--- src/rtl/fifo_read_stream.sv ---
// Read-side adapter after the async FIFO: turns rinc/rempty/rdata into a
// first-word-fall-through valid/ready stream backed by a 2-entry buffer.
module fifo_read_stream #(
    parameter int DATAWIDTH = 8
) (
    input  logic                 clk,
    input  logic                 reset,
    input  logic                 rempty,
    output logic                 rinc,
    input  logic [DATAWIDTH-1:0] rdata,
    output logic [DATAWIDTH-1:0] m_data,
    output logic                 m_valid,
    input  logic                 m_ready,
    output logic [1:0]           level
);

    logic [1:0]           level_q, level_d;
    logic                 inflight_q, inflight_d;
    logic                 m_valid_q, m_valid_d;
    logic [DATAWIDTH-1:0] head_q, head_d;
    logic [DATAWIDTH-1:0] tail_q, tail_d;
    logic                 pop;
    logic [2:0]           credit;

    always_comb begin
        pop    = m_valid_q & m_ready;
        // Occupancy after this cycle's pop, counting the word already on its way.
        credit = {1'b0, level_q} + {2'b00, inflight_q} - {2'b00, pop};
        rinc   = !reset && !rempty && (credit < 3'd2);

        inflight_d = rinc;
        level_d    = level_q;
        head_d     = head_q;
        tail_d     = tail_q;

        case ({pop, inflight_q})
            2'b10: begin
                head_d  = tail_q;
                level_d = level_q - 2'd1;
            end
            2'b01: begin
                if (level_q == 2'd0) begin
                    head_d = rdata;
                end else begin
                    tail_d = rdata;
                end
                if (level_q != 2'd2) begin
                    level_d = level_q + 2'd1;
                end
            end
            2'b11: begin
                // Buffer empties this cycle at level 1, so the capture lands in the head.
                if (level_q == 2'd1) begin
                    head_d = rdata;
                end else begin
                    head_d = tail_q;
                    tail_d = rdata;
                end
            end
            default: begin
            end
        endcase

        m_valid_d = (level_d != 2'd0);
    end

    always_ff @(posedge clk) begin
        if (reset) begin
            level_q    <= 2'd0;
            inflight_q <= 1'b0;
            m_valid_q  <= 1'b0;
            head_q     <= '0;
            tail_q     <= '0;
        end else begin
            level_q    <= level_d;
            inflight_q <= inflight_d;
            m_valid_q  <= m_valid_d;
            head_q     <= head_d;
            tail_q     <= tail_d;
        end
    end

    assign m_data  = head_q;
    assign m_valid = m_valid_q;
    assign level   = level_q;

endmodule

--- config.mk ---
export PLATFORM = sky130hd
export DESIGN_NAME = fifo_read_stream
export DESIGN_NICKNAME = d
export VERILOG_FILES = /design/src/rtl/fifo_read_stream.sv
export SDC_FILE = /design/constraint.sdc
export NUM_CORES = 1
export LEC_CHECK = 0
export BUFFER_PORTS_ARGS = -buffer_cell sky130_fd_sc_hd__buf_2
export CORE_MARGIN = 2
export CORE_UTILIZATION = 54
export CTS_BUF_LIST = sky130_fd_sc_hd__clkbuf_4 sky130_fd_sc_hd__clkbuf_8
export DETAILED_ROUTE_END_ITERATION = 10
export PLACE_DENSITY = 0.84
export SYNTH_ARGS = -nofsm -noshare
export SYNTH_HDL_FRONTEND = slang
export SYNTH_SLANG_ARGS = --single-unit
export TNS_END_PERCENT = 100
--- constraint.sdc ---
create_clock -name clk -period 2.3 [get_ports clk]
set_clock_uncertainty 0.1 [all_clocks]
set_input_delay 0.115 -clock clk [delete_from_list [all_inputs] [get_ports clk]]
set_output_delay 0.115 -clock clk [all_outputs]
set_load 0.1 [all_outputs]
Yosys cells after proc, flatten, opt, wreduce, memory -nomap -nowiden
Cells that the tools add are included.
{"block": "word_totals", "regBits": 20, "elab_cells": 37, "output_inout_bits": 12, "in_bits": 12}
{"block": "classes", "n_lt_le_gt_ge": 1, "bitwise": 1, "add_sub_neg": 4, "n_reduce_logical": 10, "mux": 8, "eq_ne": 8}
{"operator": "8-bit 2-to-1 mux", "n": 4}
{"operator": "8-bit one-hot mux with 3 select lines", "n": 1}
{"operator": "8-bit one-hot mux with 2 select lines", "n": 1}
{"operator": "2-bit inequality test, second input constant", "n": 4}
{"operator": "2-bit by 1-bit equality test with 1-bit output, second input constant", "n": 2}
{"operator": "2-bit equality test, second input constant", "n": 2}
{"operator": "2-bit one-hot mux with 2 select lines", "n": 1}
{"operator": "2-bit nonzero test", "n": 2}
{"operator": "2-bit by 1-bit adder with 3-bit output", "n": 1}
{"operator": "3-bit by 2-bit < comparator with 1-bit output, second input constant", "n": 1}
{"operator": "3-bit AND reduction", "n": 1}
{"operator": "3-bit nonzero test", "n": 1}
{"operator": "3-bit by 1-bit subtractor with 3-bit output", "n": 1}
{"operator": "2-bit by 1-bit adder with 2-bit output, second input constant", "n": 1}
{"operator": "1-bit logical AND", "n": 2}
{"operator": "1-bit logical NOT", "n": 2}
{"operator": "2-bit logical NOT", "n": 1}
{"operator": "2-bit 2-to-1 mux", "n": 1}
{"operator": "2-bit AND reduction", "n": 1}
{"operator": "2-bit by 1-bit subtractor with 2-bit output, second input constant", "n": 1}
{"operator": "1-bit bitwise AND", "n": 1}

Depth between registers and ports, before layout
Gate-level depths: netlist (run 1).
{"block": "logic_depth", "ltp_word": 4, "mapped_depth": 9, "ltp_nobuf": 6}

Worst setup path before layout (run 1)
OpenSTA, ideal clock, no wires.
{"block": "synth_timing", "kind": "flip-flop to output port", "from": "reg m_valid_q, in the netlist m_valid", "to": "out rinc", "t_required_ps": 2085, "path_slack_ps": -3287, "arrival_ps": 5372, "path_stages_with_launch": 7, "n_path_buf": 0, "path_cell_list": "dfxtp_1 > and2_1 > ha_1 > nand2b_1 > fa_1 > xor2_1 > nor4b_1"}
{"block": "synth_between", "elab_chain_len": 4}
{"item": "from (decl)", "line": "19", "rtl": "logic m_valid_q, m_valid_d;"}
{"item": "from (signal assigned)", "line": "77", "rtl": "m_valid_q <= m_valid_d;"}
{"item": "1-bit bitwise AND", "line": "26", "rtl": "pop = m_valid_q & m_ready;"}
{"item": "3-bit by 1-bit subtractor with 3-bit output", "line": "28", "rtl": "credit = {1'b0, level_q} + {2'b00, inflight_q} - {2'b00, pop};"}
{"item": "3-bit by 2-bit < comparator with 1-bit output", "line": "29", "rtl": "rinc = !reset && !rempty && (credit < 3'd2);"}
{"item": "1-bit logical AND", "line": "29"}
{"item": "to (decl)", "line": "9", "rtl": "output logic rinc,"}
No other way between the ends.

Worst setup path after layout (run 1)
Same ends and word-level chain as after synthesis.

==> out/metrics.cfg, run 1 <==
[route]
routed_wl_mm=2.27
wl_per_cell_um=13.9
drtAntennaViolNets=0
drt-pass1-iter-count=6
avgViaCountPerCell=5.64
drtIter0Drc=11
vias=919
remaining_drc_errors=0

[final_layout]
fillers=134
antennaDiodeCount=0
fin_area_um2=1340
utilization_pct=76.6
drive_gt1_share_pct=32.6
layout.nets=159
syn_to_final_growth_pct=31.7

[clocking]
numCtsBuffers=3
cts_num_sinks=20
htree_num_levels=1
cts_root_buf=clkbuf_4
clk-insertion-delay-late_ps=310
cts_tree=yes
post_cts_buffers=0
clk_pin_slew_ps=120
ctsLongestPathBuffers=2

[sta]
setup_ws_ps=-113
rsz0062_at_grt=true
relSlewSlack_pct=67.8
finalMaxSlewViolations=0
worstMarginPinSlew_ps=486
min_period_over_period_pct=105
period_needed_ps=2410
hold_violations=0
fmax_mhz=414
setup_viol=1

[yosys]
syn_area_um2=1010
syn_inst=107
synth-seq-cells=20
syn_nets=127
synth-warning-count=0
synth_cell_types=28
syn_area_per_cell_um2=9.48
synth.yosys.seq_area_share_pct=39.5

[critical_path]
cp-start-kind=flip-flop
critPathCaptureType=primary output
cp_top_family=adder cells
worst-path-buf-inv=1
path_class=flip-flop to primary output
critPathRequiredTime_ps=2090
path_max_fanout=4
path_cells=and2_4 > ha_4 > nand2b_4 > fa_2 > xor2_2 > nor4b_4 > buf_12
crit_slowest_cell=dfxtp_4
crit_arrival_ps=2200
slowest_delay_ps=360

[placement]
io_buffers=23
gp_congestion=0.760
placed_area_um2=1190
dp_hpwl_mm=1.60

[floorplanning]
die_h_um=47.4
dieArea_um2=2240
rows=15
ios=24
core-area_um2=1750
die_w_um=47.4
initial_core_util_pct=58.1

[outcome]
outcome=finished with violations
violations=setup timing

[run]
maxCapViolCount=0

[power]
p_per_area_nw_per_um2=1430
p_leak_nw=0.555
ir_drop_uv=859

[grt]
grt_pass1_wl_mm=3.75
overflow=0
grt_pass1_vias=823
grt_max_degree=22
antenna_found_initial=0
grt_usage_pct=24.7

[min_path]
min_path_type=input pin to flip-flop

## where the power goes
group          internal (W)  total, W  switching [W]
Combinational      0.000303   0.00112       0.000812
Sequential         0.000446  0.000500      0.0000548
Clock              0.000176  0.000289       0.000113
Total              0.000925   0.00191       0.000980
## routing by layer
metal,GRT usage (%),vias to the layer above,wire (um)
met5,0,-,0
met1,32.0,434,992
met3,5.77,2,111
met2,38.6,26,1140
li1,-,457,-
met4,11.7,0,19
## path summary, 6_finish.rpt
path             start        end  slack, ps  cells past startpoint
max            m_valid       rinc       -110                      7
min              reset   level[1]        100                      2
max reg2reg    m_valid  m_data[3]        370                      6
min reg2reg  tail_q[4]  tail_q[4]        390                      2
## metrics by stage
step / setup slack, ps / power, W / TNS, ps / hold WS (ps) / instances
after floorplan: -686 / 0.00144 / -686 / 91.7 / 107
after global placement: 187 / 0.00158 / 0 / 246 / 150
after detailed placement: 132 / 0.00161 / 0 / 246 / 150
after CTS: -122 / 0.00191 / -122 / 93.7 / 163
after global routing: -192 / 0.00201 / -192 / 116 / 163
final: -113 / 0.00191 / -113 / 98.2 / 163
## Yosys cell counts
cell,number,area [um^2]
xor2_1,1,8.76
a21oi_1,16,80.1
clkinv_1,1,3.75
nor2_1,3,11.3
mux2i_2,1,13.8
and2_4,1,8.76
inv_1,4,15.0
nand2b_1,1,6.26
a22o_2,1,10.0
dfxtp_1,20,400
clkbuf_1,3,11.3
a21o_2,1,8.76
ha_1,7,87.6
nand2b_4,1,13.8
fa_1,1,20.0
a22oi_1,9,67.6
nor4b_1,2,17.5
a221oi_1,1,8.76
a211oi_1,8,60.1
a21o_1,1,7.51
o22ai_1,1,6.26
o21ai_0,8,40.0
or2_2,1,6.26
and2_1,1,6.26
mux2i_1,1,10.0
mux2_2,1,11.3
buf_6,3,33.8
nand3_1,8,40.0
## layout by cell type (no fill, tap or decap), drive strengths merged
cell type    instances
a221oi               1
clkinv               1
nor4b                2
bufinv               1
nand2b               2
a22oi                9
fa                   1
ha                   7
a21oi               16
a21o                 2
o21ai                8
and2                 2
o22ai                1
nand3                8
a22o                 1
nor2                 3
inv                  4
or2                  1
clkbuf               3
mux2                 1
dfxtp               20
buf                 24
dlygate4sd3          9
mux2i                2
xor2                 1
a211oi               8
## sequential cells by signal, summed over array words and instances (netlist names)
register and count:
inflight_q 1, level 2, m_data 8, m_valid 1, tail_q 8
## layout make-up
cell class                 instances  area (um^2)  area share [%]
clock buffer                       3         22.5            1.69
clock inverter                     1         30.0            2.25
inverter                           5         18.8            1.40
multi-input combinational         76          598            44.8
sequential                        20          408            30.5
tap                               25         31.3            2.34
timing repair buffer              33          228            17.0
## repair_timing
action / CTS / global route
endpoints found under the hold margin: 9 / 0
pin swaps: 2 / 0
hold buffers: 9 / 0
endpoints found under the setup margin: 1 / 1
resized for setup: 1 / 0
## cells by family (layout without fill, tap and decap cells)
family | count (synthesis) | count (layout) | synth area share, %
AOI/OAI and AO/OA | 46 | 46 | 28.5
xor gates and xnor gates | 1 | 1 | 0.863
adders and majority gates | 8 | 8 | 10.6
buffers and inverters | 11 | 42 | 6.29
DFF | 20 | 20 | 39.5
muxes | 3 | 3 | 3.45
and+or+nand+nor | 18 | 18 | 10.9
Power figures use the tool's default switching activity.
==> inputs of run 2 (changes only) <==
Settings changed: SETUP_SLACK_MARGIN set to 0.5.
==> out/metrics.cfg, run 2 (synthesis results as in run 1) <==
[critical_path]
critPathCaptureType=primary output  ; unchanged
crit_arrival_ps=2180  ; was 2200 ps
cp-start-kind=flip-flop  ; unchanged
critPathRequiredTime_ps=2090  ; about the same
crit_slowest_cell=fa_2  ; was dfxtp_4
r2r_end=inflight_q  ; was m_data[3]
reg2reg_from=m_valid  ; unchanged
path_cells=and2_4 > ha_4 > nand2b_4 > fa_2 > xor2_4 > nor4b_4 > buf_12  ; was and2_4 > ha_4 > nand2b_4 > fa_2 > xor2_2 > nor4b_4 > buf_12
path_max_fanout=3  ; was 4
startpoint=m_valid  ; unchanged
reg2reg_depth=8  ; was 6
rrSetupSlack_ps=230  ; was 370 ps
endpoint=rinc  ; unchanged
slowest_delay_ps=380  ; was 360 ps
path_class=flip-flop to primary output  ; unchanged

[sta]
setup_ws_ps=-98.3  ; was -113 ps
min_period_over_period_pct=104  ; was 105%
finalMaxSlewViolations=0  ; unchanged
period_needed_ps=2400  ; was 2410 ps
setup_viol=1  ; unchanged
rsz0062_at_grt=true  ; unchanged
relSlewSlack_pct=67.5  ; was 67.8%
tns_ps=-98.3  ; was -113 ps
hold_violations=0  ; unchanged
worstMarginPinSlew_ps=491  ; was 486 ps
fmax_mhz=417  ; was 414 MHz

[clocking]
cts_root_buf=clkbuf_4  ; unchanged
ctsLongestPathBuffers=2  ; unchanged
numCtsBuffers=3  ; unchanged
clk_pin_slew_ps=110  ; was 120 ps
htree_num_levels=1  ; unchanged
cts_tree=yes  ; unchanged
clk-insertion-delay-late_ps=300  ; was 310 ps
cts_num_sinks=20  ; unchanged

[final_layout]
syn_to_final_growth_pct=40.6  ; was 31.7%
drive_gt1_share_pct=38.5  ; was 32.6%
antennaDiodeCount=0  ; unchanged
layout_common_cells=22 x buf_2, 16 x a21oi_1, 16 x dfxtp_1  ; unchanged
final_common_cell=buf_2  ; unchanged
seqCellArea_um2=413  ; was 408 um^2
multiInputGateArea_um2=658  ; was 598 um^2
fin_area_um2=1430  ; was 1340 um^2
fillers=112  ; was 134
layout.nets=164  ; was 159

[min_path]
min_path_type=input pin to flip-flop  ; unchanged

[route]
wl_per_cell_um=15.4  ; was 13.9 um
drtIter0Drc=28  ; was 11
avgViaCountPerCell=5.71  ; was 5.64
vias=959  ; was 919
routed_wl_mm=2.59  ; was 2.27 mm
remaining_drc_errors=0  ; unchanged
drt-pass1-iter-count=4  ; was 6
drtAntennaViolNets=0  ; unchanged

[placement]
io_buffers=23  ; unchanged
gp_congestion=0.771  ; was 0.760
placed_area_um2=1210  ; was 1190 um^2
dp_hpwl_mm=1.65  ; was 1.60 mm

[power]
ir_drop_uv=828  ; was 859 uV
p_leak_nw=0.585  ; was 0.555 nW
p_per_area_nw_per_um2=1360  ; was 1430 nW/um^2

[floorplanning]
rows=15  ; unchanged
ios=24  ; unchanged
initial_core_util_pct=58.1  ; unchanged
core-area_um2=1750  ; unchanged
die_h_um=47.4  ; unchanged
die_w_um=47.4  ; unchanged
dieArea_um2=2240  ; unchanged

[grt]
antenna_found_initial=0  ; unchanged
grt_pass1_vias=837  ; was 823
grt_usage_pct=24.8  ; was 24.7%
overflow=0  ; unchanged
grt_pass1_wl_mm=3.75  ; unchanged
grt_max_degree=22  ; unchanged

[run]
maxCapViolCount=0  ; unchanged

[outcome]
outcome=finished with violations  ; unchanged
violations=setup timing  ; unchanged

## run 2: final cells by class
cell class                 count  share of cell area [%]
sequential                    20                    28.9
multi-input combinational     76                    46.1
clock buffer                   4                    2.54
inverter                       5                    1.32
tap                           25                    2.19
timing repair buffer          38                    18.9
## run 2: power by group
group | switching (W) | total [W] | leakage (nW) | internal (W)
logic | 0.000858 | 0.00122 | 0.398 | 0.000366
clock network | 0.000108 | 0.000204 | 0.0210 | 0.0000965
registers | 0.0000567 | 0.000505 | 0.166 | 0.000448
## run 2: worst min-delay path by stage
stage	start	end	slack (ps)	cells past startpoint
floorplan	rempty	inflight_q	90	1
global placement	rempty	inflight_q	250	2
detailed placement	rempty	inflight_q	250	2
CTS	reset	level[1]	130	2
global route	reset	tail_q[6]	140	2
finish	reset	level[1]	140	2
## run 2: per-layer routing
layer	GRT usage, %	part of all wire (%)
met1	30.8	40
met4	11.7	1.5
met5	0	0
met3	5.00	5.3
met2	40.8	53
## run 2: worst max-delay path: cells and delay by family, from the launching register on
family / cells / cell delay (ps)
fa+ha+maj: 2 / 590
simple gates: 3 / 540
flops: 1 / 350
buf+inv: 1 / 210
xor+xnor: 1 / 170
## run 2: timing repair
item,4_1_cts,5_1_grt
setup endpoints to repair,2,18
pin swaps,3,2
buffers inserted,3,3
gates resized for setup,5,5
endpoints found under the hold margin,9,0
hold buffers,9,0
## run 2: metrics by stage
stage / worst slack [ps] / util [%] / hold WS [ps] / power (W) / instances
2_1_floorplan: -664 / - / 91.7 / 0.00147 / 107
3_3_place_gp: 184 / 69.1 / 245 / 0.00159 / 149
3_5_place_dp: 120 / 69.1 / 249 / 0.00162 / 149
4_1_cts: -110 / 79.4 / 131 / 0.00187 / 165
5_1_grt: -176 / 81.7 / 144 / 0.00203 / 168
6_report: -98.3 / 81.7 / 136 / 0.00193 / 168
==> inputs of run 3 (changes only) <==
Settings changed: CELL_PAD_IN_SITES_DETAIL_PLACEMENT set to 1, CELL_PAD_IN_SITES_GLOBAL_PLACEMENT set to 2, CORE_UTILIZATION 54 to 33, PLACE_DENSITY 0.84 to 0.85.
==> out/metrics.cfg, run 3 (synthesis results as in run 1) <==
[outcome]
outcome=finished with violations  ; unchanged
violations=setup timing  ; unchanged

[sta]
setup_viol=1  ; unchanged
rsz0062_at_grt=true  ; unchanged
setup_ws_ps=-104  ; was -98.3 ps
relSlewSlack_pct=67.6  ; was 67.5%
hold_violations=0  ; unchanged
finalMaxSlewViolations=0  ; unchanged
min_period_over_period_pct=105  ; was 104%
worstMarginPinSlew_ps=489  ; was 491 ps
period_needed_ps=2400  ; about the same
fmax_mhz=416  ; was 417 MHz

[min_path]
min_path_type=input pin to flip-flop  ; unchanged
holdPathStages=2  ; unchanged
hold_end=level[1]  ; unchanged
hold_start=reset  ; unchanged

[floorplanning]
dieArea_um2=3530  ; was 2240 um^2
ios=24  ; unchanged
rows=20  ; was 15
core-area_um2=2980  ; was 1750 um^2
die_w_um=59.5  ; was 47.4 um
initial_core_util_pct=34.1  ; was 58.1%
die_h_um=59.5  ; was 47.4 um

[route]
avgViaCountPerCell=5.27  ; was 5.71
vias=923  ; was 959
routed_wl_mm=2.72  ; was 2.59 mm
drtIter0Drc=26  ; was 28
remaining_drc_errors=0  ; unchanged
wl_per_cell_um=15.5  ; was 15.4 um
drt-pass1-iter-count=4  ; unchanged
drtAntennaViolNets=0  ; unchanged

[critical_path]
path_max_fanout=3  ; unchanged
reg2reg_depth=8  ; unchanged
cp-start-kind=flip-flop  ; unchanged
path_cells=and2_4 > ha_4 > nand2b_4 > fa_2 > xor2_4 > nor4b_4 > buf_12  ; unchanged
r2r_end=inflight_q  ; unchanged
critPathCaptureType=primary output  ; unchanged
crit_arrival_ps=2190  ; was 2180 ps
critPathRequiredTime_ps=2090  ; about the same
reg2reg_from=m_valid  ; unchanged
crit_slowest_cell=fa_2  ; unchanged
rrSetupSlack_ps=270  ; was 230 ps
worst-path-buf-inv=1  ; unchanged
cp_top_family=adder cells  ; unchanged
path_class=flip-flop to primary output  ; unchanged
slowest_delay_ps=380  ; about the same

[final_layout]
syn_to_final_growth_pct=43.7  ; was 40.6%
fin_area_um2=1460  ; was 1430 um^2
antennaDiodeCount=0  ; unchanged
final_common_cell=buf_2  ; unchanged
seqCellArea_um2=415  ; was 413 um^2
layout.nets=163  ; was 164
fillers=341  ; was 112
drive_gt1_share_pct=40.1  ; was 38.5%
layout_common_cells=22 x buf_2, 16 x a21oi_1, 16 x dfxtp_1  ; unchanged
multiInputGateArea_um2=668  ; was 658 um^2

[power]
p_clk_share_pct=14.4  ; was 10.6%
p_int_w=0.000993  ; was 0.000910 W
p_seq_share_pct=24.8  ; was 26.1%
power.switching_w=0.00104  ; was 0.00102 W
comb_power_share_pct=60.8  ; was 63.3%
p_per_area_nw_per_um2=1400  ; was 1360 nW/um^2
p_total_w=0.00203  ; was 0.00193 W
swShare_pct=51.2  ; was 52.9%
ir_drop_uv=417  ; was 828 uV
p_leak_nw=0.586  ; was 0.585 nW

[clocking]
numCtsBuffers=3  ; unchanged
ctsLongestPathBuffers=2  ; unchanged
clk_pin_slew_ps=110  ; about the same
clk-insertion-delay-late_ps=300  ; about the same
cts_tree=yes  ; unchanged
htree_num_levels=1  ; unchanged
cts_num_sinks=20  ; unchanged
cts_root_buf=clkbuf_4  ; unchanged

[placement]
gp_congestion=0.672  ; was 0.771
place_ws_ps=129  ; was 120 ps
io_buffers=23  ; unchanged
dp_hpwl_mm=1.80  ; was 1.65 mm
placed_area_um2=1220  ; was 1210 um^2

[grt]
grt_pass1_vias=905  ; was 837
grt_pass1_wl_mm=4.23  ; was 3.75 mm
grt_max_degree=22  ; unchanged
grt_usage_pct=16.4  ; was 24.8%
overflow=0  ; unchanged
antenna_found_initial=0  ; unchanged

[run]
maxCapViolCount=0  ; unchanged

run 3: cell type report:
cell class,instances,area share [%]
sequential,20,28.5
clock buffer,3,1.55
tap,33,2.83
inverter,5,1.29
clock inverter,1,2.06
timing repair buffer,37,17.9
multi-input combinational,76,45.8
run 3: what timing repair did:
item	in CTS	in global routing
gates resized for setup	8	7
endpoints found under the setup margin	7	18
buffers inserted	3	2
pin swaps	3	2
hold buffers	9	0
endpoints found under the hold margin	9	0
run 3: per-stage QoR:
| stage | hold slack, ps | utilization, % | instances | setup TNS, ps |
|---|---|---|---|---|
| after floorplan | 91.7 | - | 107 | -664 |
| after global placement | 247 | 40.8 | 157 | 0 |
| after detailed placement | 246 | 40.8 | 157 | 0 |
| after CTS | 147 | 47.8 | 173 | -108 |
| after global routing | 158 | 48.9 | 175 | -157 |
| final | 139 | 48.9 | 175 | -104 |
run 3: worst max-delay path by stage:
stage	start	end	slack, ps	cells after the start
floorplan	m_valid	rinc	-660	6
global placement	inflight_q	rinc	180	7
detailed placement	inflight_q	rinc	130	7
CTS	m_valid	rinc	-110	7
global route	m_valid	rinc	-160	7
finish	m_valid	rinc	-100	7
run 3: power groups by stage:
stage | logic [W] | registers [W] | clock network [W]
after floorplan | 0.000503 | 0.000968 | 0
after CTS | 0.00119 | 0.000505 | 0.000299
after global routing | 0.00131 | 0.000518 | 0.000309
final | 0.00124 | 0.000505 | 0.000294
after detailed placement | 0.00113 | 0.000508 | 0
after global placement | 0.00110 | 0.000505 | 0
run 3: per-layer routing:
metal	up-vias	global-route usage [%]	part of all wire [%]	wire [um]
met5	-	0	0	0
met4	0	6.82	1.5	40
met3	4	3.28	3.2	86
met2	19	26.2	48	1300
met1	435	21.4	48	1300
li1	465	-	-	-
run 3: worst register-to-register path: stages (launching register included):
cell      delay [ps]
dfxtp_4          350
and2_4           140
ha_4             210
nand2b_4         130
fa_2             380
xor2_4           180
buf_4            140
buf_6            110
nor4b_4          200
